[src/rtl/mem_host_sequencer.sv]
// Host-side command sequencer: streams words into instruction/data memory, starts the
// processor with a watchdog, and streams a data-memory region back out over valid/ready.
module mem_host_sequencer #(
  parameter int unsigned DATA_W  = 8,
  parameter int unsigned INSTR_W = 16,
  parameter int unsigned ADDR_W  = 16,
  parameter int unsigned TIMEOUT = 65535
) (
  input  logic               clk,
  input  logic               rst,
  input  logic               cmd_valid,
  output logic               cmd_ready,
  input  logic [1:0]         cmd_op,
  input  logic [ADDR_W-1:0]  cmd_base,
  input  logic [ADDR_W-1:0]  cmd_len,
  input  logic               in_valid,
  output logic               in_ready,
  input  logic [INSTR_W-1:0] in_data,
  output logic               out_valid,
  input  logic               out_ready,
  output logic [DATA_W-1:0]  out_data,
  output logic               im_we,
  output logic [ADDR_W-1:0]  im_addr,
  output logic [INSTR_W-1:0] im_wdata,
  output logic               dm_we,
  output logic [ADDR_W-1:0]  dm_addr,
  output logic [DATA_W-1:0]  dm_wdata,
  input  logic [DATA_W-1:0]  dm_rdata,
  output logic               proc_start,
  input  logic               proc_done,
  output logic               busy,
  output logic               done,
  output logic               err
);

  typedef enum logic [2:0] {
    IDLE, LOAD_IM, LOAD_DM, RUN_START, RUN_WAIT, RD_ISSUE, RD_WAIT, RD_OUT
  } state_t;

  state_t              state, state_nxt;
  logic [ADDR_W-1:0]   base_r, base_nxt;
  logic [ADDR_W-1:0]   len_r, len_nxt;
  logic [ADDR_W-1:0]   cnt, cnt_nxt, cnt_inc;
  logic [31:0]         wd_cnt, wd_nxt;
  logic                err_nxt, done_nxt, start_nxt;
  logic                im_we_nxt, dm_we_nxt, out_valid_nxt;
  logic [ADDR_W-1:0]   im_addr_nxt, dm_addr_nxt;
  logic [INSTR_W-1:0]  im_wdata_nxt;
  logic [DATA_W-1:0]   dm_wdata_nxt, out_data_nxt;

  assign cmd_ready = (state == IDLE);
  assign busy      = (state != IDLE);
  assign in_ready  = (state == LOAD_IM) || (state == LOAD_DM);
  assign cnt_inc   = cnt + ADDR_W'(1);

  always_comb begin
    state_nxt     = state;
    base_nxt      = base_r;
    len_nxt       = len_r;
    cnt_nxt       = cnt;
    wd_nxt        = wd_cnt;
    err_nxt       = err;
    done_nxt      = 1'b0;
    start_nxt     = 1'b0;
    im_we_nxt     = 1'b0;
    im_addr_nxt   = im_addr;
    im_wdata_nxt  = im_wdata;
    dm_we_nxt     = 1'b0;
    dm_addr_nxt   = dm_addr;
    dm_wdata_nxt  = dm_wdata;
    out_valid_nxt = out_valid;
    out_data_nxt  = out_data;
    case (state)
      IDLE: begin
        if (cmd_valid) begin
          base_nxt = cmd_base;
          len_nxt  = cmd_len;
          cnt_nxt  = '0;
          err_nxt  = 1'b0;
          case (cmd_op)
            2'b01: if (cmd_len != '0) state_nxt = LOAD_IM; else done_nxt = 1'b1;
            2'b10: if (cmd_len != '0) state_nxt = LOAD_DM; else done_nxt = 1'b1;
            2'b11: begin
              state_nxt = RUN_START;
              start_nxt = 1'b1;
            end
            default: done_nxt = 1'b1;
          endcase
        end
      end
      LOAD_IM: begin
        if (in_valid) begin
          im_we_nxt    = 1'b1;
          im_addr_nxt  = base_r + cnt;
          im_wdata_nxt = in_data;
          cnt_nxt      = cnt_inc;
          if (cnt_inc == len_r) begin
            done_nxt  = 1'b1;
            state_nxt = IDLE;
          end
        end
      end
      LOAD_DM: begin
        if (in_valid) begin
          dm_we_nxt    = 1'b1;
          dm_addr_nxt  = base_r + cnt;
          dm_wdata_nxt = in_data[DATA_W-1:0];
          cnt_nxt      = cnt_inc;
          if (cnt_inc == len_r) begin
            done_nxt  = 1'b1;
            state_nxt = IDLE;
          end
        end
      end
      RUN_START: begin
        state_nxt = RUN_WAIT;
        wd_nxt    = '0;
      end
      // proc_done is checked before the watchdog so a same-cycle completion wins
      RUN_WAIT: begin
        if (proc_done) begin
          if (len_r == '0) begin
            done_nxt  = 1'b1;
            state_nxt = IDLE;
          end else begin
            dm_addr_nxt = base_r + cnt;
            state_nxt   = RD_ISSUE;
          end
        end else if ((TIMEOUT != 0) && (wd_cnt == TIMEOUT - 1)) begin
          err_nxt   = 1'b1;
          done_nxt  = 1'b1;
          state_nxt = IDLE;
        end else begin
          wd_nxt = wd_cnt + 32'd1;
        end
      end
      RD_ISSUE: state_nxt = RD_WAIT;
      RD_WAIT: begin
        out_data_nxt  = dm_rdata;
        out_valid_nxt = 1'b1;
        state_nxt     = RD_OUT;
      end
      RD_OUT: begin
        if (out_ready) begin
          out_valid_nxt = 1'b0;
          cnt_nxt       = cnt_inc;
          if (cnt_inc == len_r) begin
            done_nxt  = 1'b1;
            state_nxt = IDLE;
          end else begin
            dm_addr_nxt = base_r + cnt_inc;
            state_nxt   = RD_ISSUE;
          end
        end
      end
      default: state_nxt = IDLE;
    endcase
  end

  always_ff @(posedge clk or posedge rst) begin
    if (rst) begin
      state      <= IDLE;
      base_r     <= '0;
      len_r      <= '0;
      cnt        <= '0;
      wd_cnt     <= '0;
      err        <= 1'b0;
      done       <= 1'b0;
      proc_start <= 1'b0;
      im_we      <= 1'b0;
      im_addr    <= '0;
      im_wdata   <= '0;
      dm_we      <= 1'b0;
      dm_addr    <= '0;
      dm_wdata   <= '0;
      out_valid  <= 1'b0;
      out_data   <= '0;
    end else begin
      state      <= state_nxt;
      base_r     <= base_nxt;
      len_r      <= len_nxt;
      cnt        <= cnt_nxt;
      wd_cnt     <= wd_nxt;
      err        <= err_nxt;
      done       <= done_nxt;
      proc_start <= start_nxt;
      im_we      <= im_we_nxt;
      im_addr    <= im_addr_nxt;
      im_wdata   <= im_wdata_nxt;
      dm_we      <= dm_we_nxt;
      dm_addr    <= dm_addr_nxt;
      dm_wdata   <= dm_wdata_nxt;
      out_valid  <= out_valid_nxt;
      out_data   <= out_data_nxt;
    end
  end

endmodule

[config.mk]
export PLATFORM = sky130hd
export DESIGN_NAME = mem_host_sequencer
export DESIGN_NICKNAME = d
export VERILOG_FILES = /design/src/rtl/mem_host_sequencer.sv
export SDC_FILE = /design/constraint.sdc
export NUM_CORES = 1
export LEC_CHECK = 0
export CORE_ASPECT_RATIO = 1.4
export CORE_UTILIZATION = 49
export CTS_CLUSTER_DIAMETER = 200
export DETAILED_ROUTE_END_ITERATION = 10
export GPL_ROUTABILITY_DRIVEN = 0
export PLACE_DENSITY = 0.73
export SETUP_SLACK_MARGIN = 0.05
export SYNTH_ARGS = -nofsm -noshare
export SYNTH_HDL_FRONTEND = slang
export SYNTH_SLANG_ARGS = --single-unit
[constraint.sdc]
create_clock -name clk -period 6.1 [get_ports clk]
set_clock_uncertainty 0.2 [all_clocks]
set_input_delay 1.83 -clock clk [delete_from_list [all_inputs] [get_ports clk]]
set_output_delay 1.83 -clock clk [all_outputs]
set_load 0.03 [all_outputs]
==> reports/qor.yml <==
route:
  vias_per_cell: 5.51
  drcViolationCount: 0
  drt-initial-drc-count: 448
  drt_wl_total_um: 21000
  ant_nets: 0
  first_pass_iters: 5
  routedWlPerCell_um: 16.5
  vias: 6971
cts:
  cts_buffer_depth: 2
  cts_resized: 0
  holdBufCountCts: 0
  path_clk_slew_ns: 0.06
  htree_levels: 4
  worstSkewPairLatency_ns: 0.42
  cts_root_buf: "clkbuf_16"
  tritoncts: "yes"
  postCtsSetupRepairBufs: 0
  numCtsBuffers: 17
  clock_sinks: 153
global_routing:
  grt_pass1_vias: 6971
  grt_pass1_wl_um: 35000
  grt_max_degree: 62
  grt_overflow: 0
  grt_busiest_layer: "met2"
  antenna_found_initial: 0
  use_met2_pct: 42.5
  met3_usage_pct: 4.42
  grt.total_usage_pct: 24.2
  grtUsageMet1_pct: 28.9
status:
  status: "finished clean"
cells_and_area:
  final_common_cell: "dfrtp_1"
  fill_cells: 1448
  seqCellArea_um2: 3830
  layout.cells.non_filler: 1266
  synthToLayoutAreaGrowth_pct: 24.5
  multi_input_area_um2: 4700
  final_cell_mix: "dfrtp_1 (153), clkdlybuf4s50_1 (136), nand2_1 (117), nor2_1 (69), o21ai_0 (64)"
  drive_gt1_share_pct: 11.7
  diodes: 0
  nets: 1121
setup_path:
  slowest_stage: "clkdlybuf4s50_1"
  worstPathArrival_ns: 2.31
  critPathMaxStageDelay_ns: 0.79
  cp.required_ns: 4.07
  end_kind: "output pin"
  worstPathCellList: "nor3_1 -> clkdlybuf4s50_1"
  cp-start-kind: "flop"
  cp_max_fo: 18
  crit_type: "reg2out"
flow_run:
  cap_violations: 0
die:
  initial_utilization_pct: 50.4
  die-area_um2: 18500
  die_h_um: 161
  die_width_um: 115
  ioPinCount: 137
  rows: 57
  coreArea_um2: 17500
timing:
  slew_headroom_pct: 29.0
  drv_slew: 0
  hold_viol_final: 0
  setup_tns_ns: 0
  min_period_ns: 4.34
  period_share_pct: 71.2
  setup_viol: 0
  rsz0062_at_grt: "false"
  fmax_mhz: 230
  worstMarginPinSlew_ns: 1.06
yosys:
  synth_fp_nets: 995
  synth_edf_count: 0
  ys_warn_count: 0
  syn_avg_cell_area_um2: 9.89
  synth.yosys.seq_area_share_pct: 43.5
  synth_ff_type: "dfrtp_1"
  syn_area_um2: 8810
  ys_types: 76
  yosys-top-cells-area: "dfrtp_1 (43%), mux2_2 (6.6%), ha_1 (5.4%), nand2_1 (5.0%), xnor2_1 (4.0%)"
  async_reset_ff_share_pct: 100
  synth.top_cell.area_share_pct: 43.5
  yosysTopAreaCell: "dfrtp_1"
  yosys_register_bits: 153
  synth_cells: 891
placed_design:
  dp_cells: 1234
  place_hpwl_um: 15600
  io_buffers: 136
power_and_ir_drop:
  worst_ir_drop_vdd_mv: 0.264
  p_per_area_nw_per_um2: 490
  cellLeakagePower_uw: 0.00487
worst_hold_path:
  holdCritPathClass: "reg2reg"
[worst paths after layout]
check / start / endpoint / slack (ns) / depth (start not counted)
hold / removal: im_wdata[0]$_DFFE_PP0P_ / im_wdata[0]$_DFFE_PP0P_ / 0.28 / 2
min in group asynchronous: rst / im_addr[1]$_DFFE_PP0P_ / 1.81 / 2
setup / recovery: state[1]$_DFFE_PP0P_ / cmd_ready / 1.76 / 2
hold reg to reg: im_wdata[0]$_DFFE_PP0P_ / im_wdata[0]$_DFFE_PP0P_ / 0.28 / 2
setup reg to reg: cnt[0]$_DFFE_PP0P_ / dm_addr[15]$_DFFE_PP0P_ / 1.82 / 13
max in group asynchronous: rst / base_r[11]$_DFFE_PP0P_ / 3.06 / 3
[synthesized netlist by cell type (3+ instances only)]
| cell | count |
|---|---|
| a21boi_0 | 4 |
| a21o_1 | 8 |
| a21oi_1 | 27 |
| a22oi_1 | 3 |
| a31oi_1 | 6 |
| and2_1 | 4 |
| and3_1 | 10 |
| and4_1 | 5 |
| buf_2 | 4 |
| buf_4 | 5 |
| clkbuf_1 | 21 |
| dfrtp_1 | 153 |
| ha_1 | 38 |
| inv_1 | 22 |
| mux2_2 | 52 |
| mux2_4 | 9 |
| mux2i_1 | 11 |
| nand2_1 | 117 |
| nand2b_1 | 6 |
| nand3_1 | 31 |
| nand4_1 | 15 |
| nor2_1 | 69 |
| nor2b_1 | 9 |
| nor3_1 | 19 |
| nor4_1 | 13 |
| o21a_1 | 3 |
| o21ai_0 | 64 |
| o21bai_1 | 4 |
| o22ai_1 | 4 |
| o31ai_1 | 5 |
| o41ai_1 | 4 |
| or2_2 | 3 |
| or3_1 | 12 |
| xnor2_1 | 40 |
| xor2_1 | 36 |
[metal layers]
metal / up-vias / share of wire [%]
met5: - / 0
met4: 0 / 2.8
met3: 47 / 3.1
met2: 148 / 53
met1: 3371 / 41
li1: 3405 / -
[sequential cells by signal, summed over array words and instances (netlist names)]
name / flops
im_addr: 16
done: 1
out_data: 8
proc_start: 1
wd_cnt: 32
cnt: 16
out_valid: 1
im_wdata: 16
im_we: 1
base_r: 16
err: 1
dm_wdata: 8
state: 3
dm_we: 1
dm_addr: 16
len_r: 16
[cell families (layout without fill, tap and decap cells)]
group | Yosys count | count (layout) | share of synthesized area [%]
compound gates | 159 | 159 | 11.5
xor+xnor | 78 | 78 | 8.13
fa+ha+maj | 40 | 40 | 5.85
buf+inv | 60 | 199 | 3.24
flops | 153 | 153 | 43.5
mux | 72 | 72 | 9.43
simple gates | 329 | 329 | 18.4
[area by class of cell]
cell class                      instances  area share (%)
Clock inverter                         13            1.53
Clock buffer                           19            4.04
Multi-Input combinational cell        678            42.8
Inverter                               23           0.821
Sequential cell                       153            34.9
Timing Repair Buffer                  144            13.2
Tap cell                              236            2.69
[where the power goes]
| group | leakage [uW] | internal, uW | switching [uW] |
|---|---|---|---|
| combinational | 0.00264 | 1170 | 1410 |
| sequential | 0.00194 | 1370 | 331 |
| clock | 0.000294 | 659 | 436 |
| total | 0.00487 | 3200 | 2180 |
[per-stage QoR]
step	setup WS (ns)	cell area, um^2	power, uW	utilization [%]	hold WS, ns
6_report	1.76	11000	5380	62.8	0.276
5_1_grt	1.57	11000	5700	62.8	0.304
4_1_cts	1.74	11000	5410	62.8	0.277
3_5_place_dp	1.80	10400	4300	59.3	0.261
3_3_place_gp	1.86	10400	4240	59.3	0.258
2_1_floorplan	2.14	8810	3410	-	0.300
[critical path: cells and delay by family, from the launching register on]
kind,cells,cell delay [ns]
buffers and inverters,1,0.79
and+or+nand+nor,1,0.52
DFF,1,0.58
No activity file was read; power rests on OpenSTA's default activity.
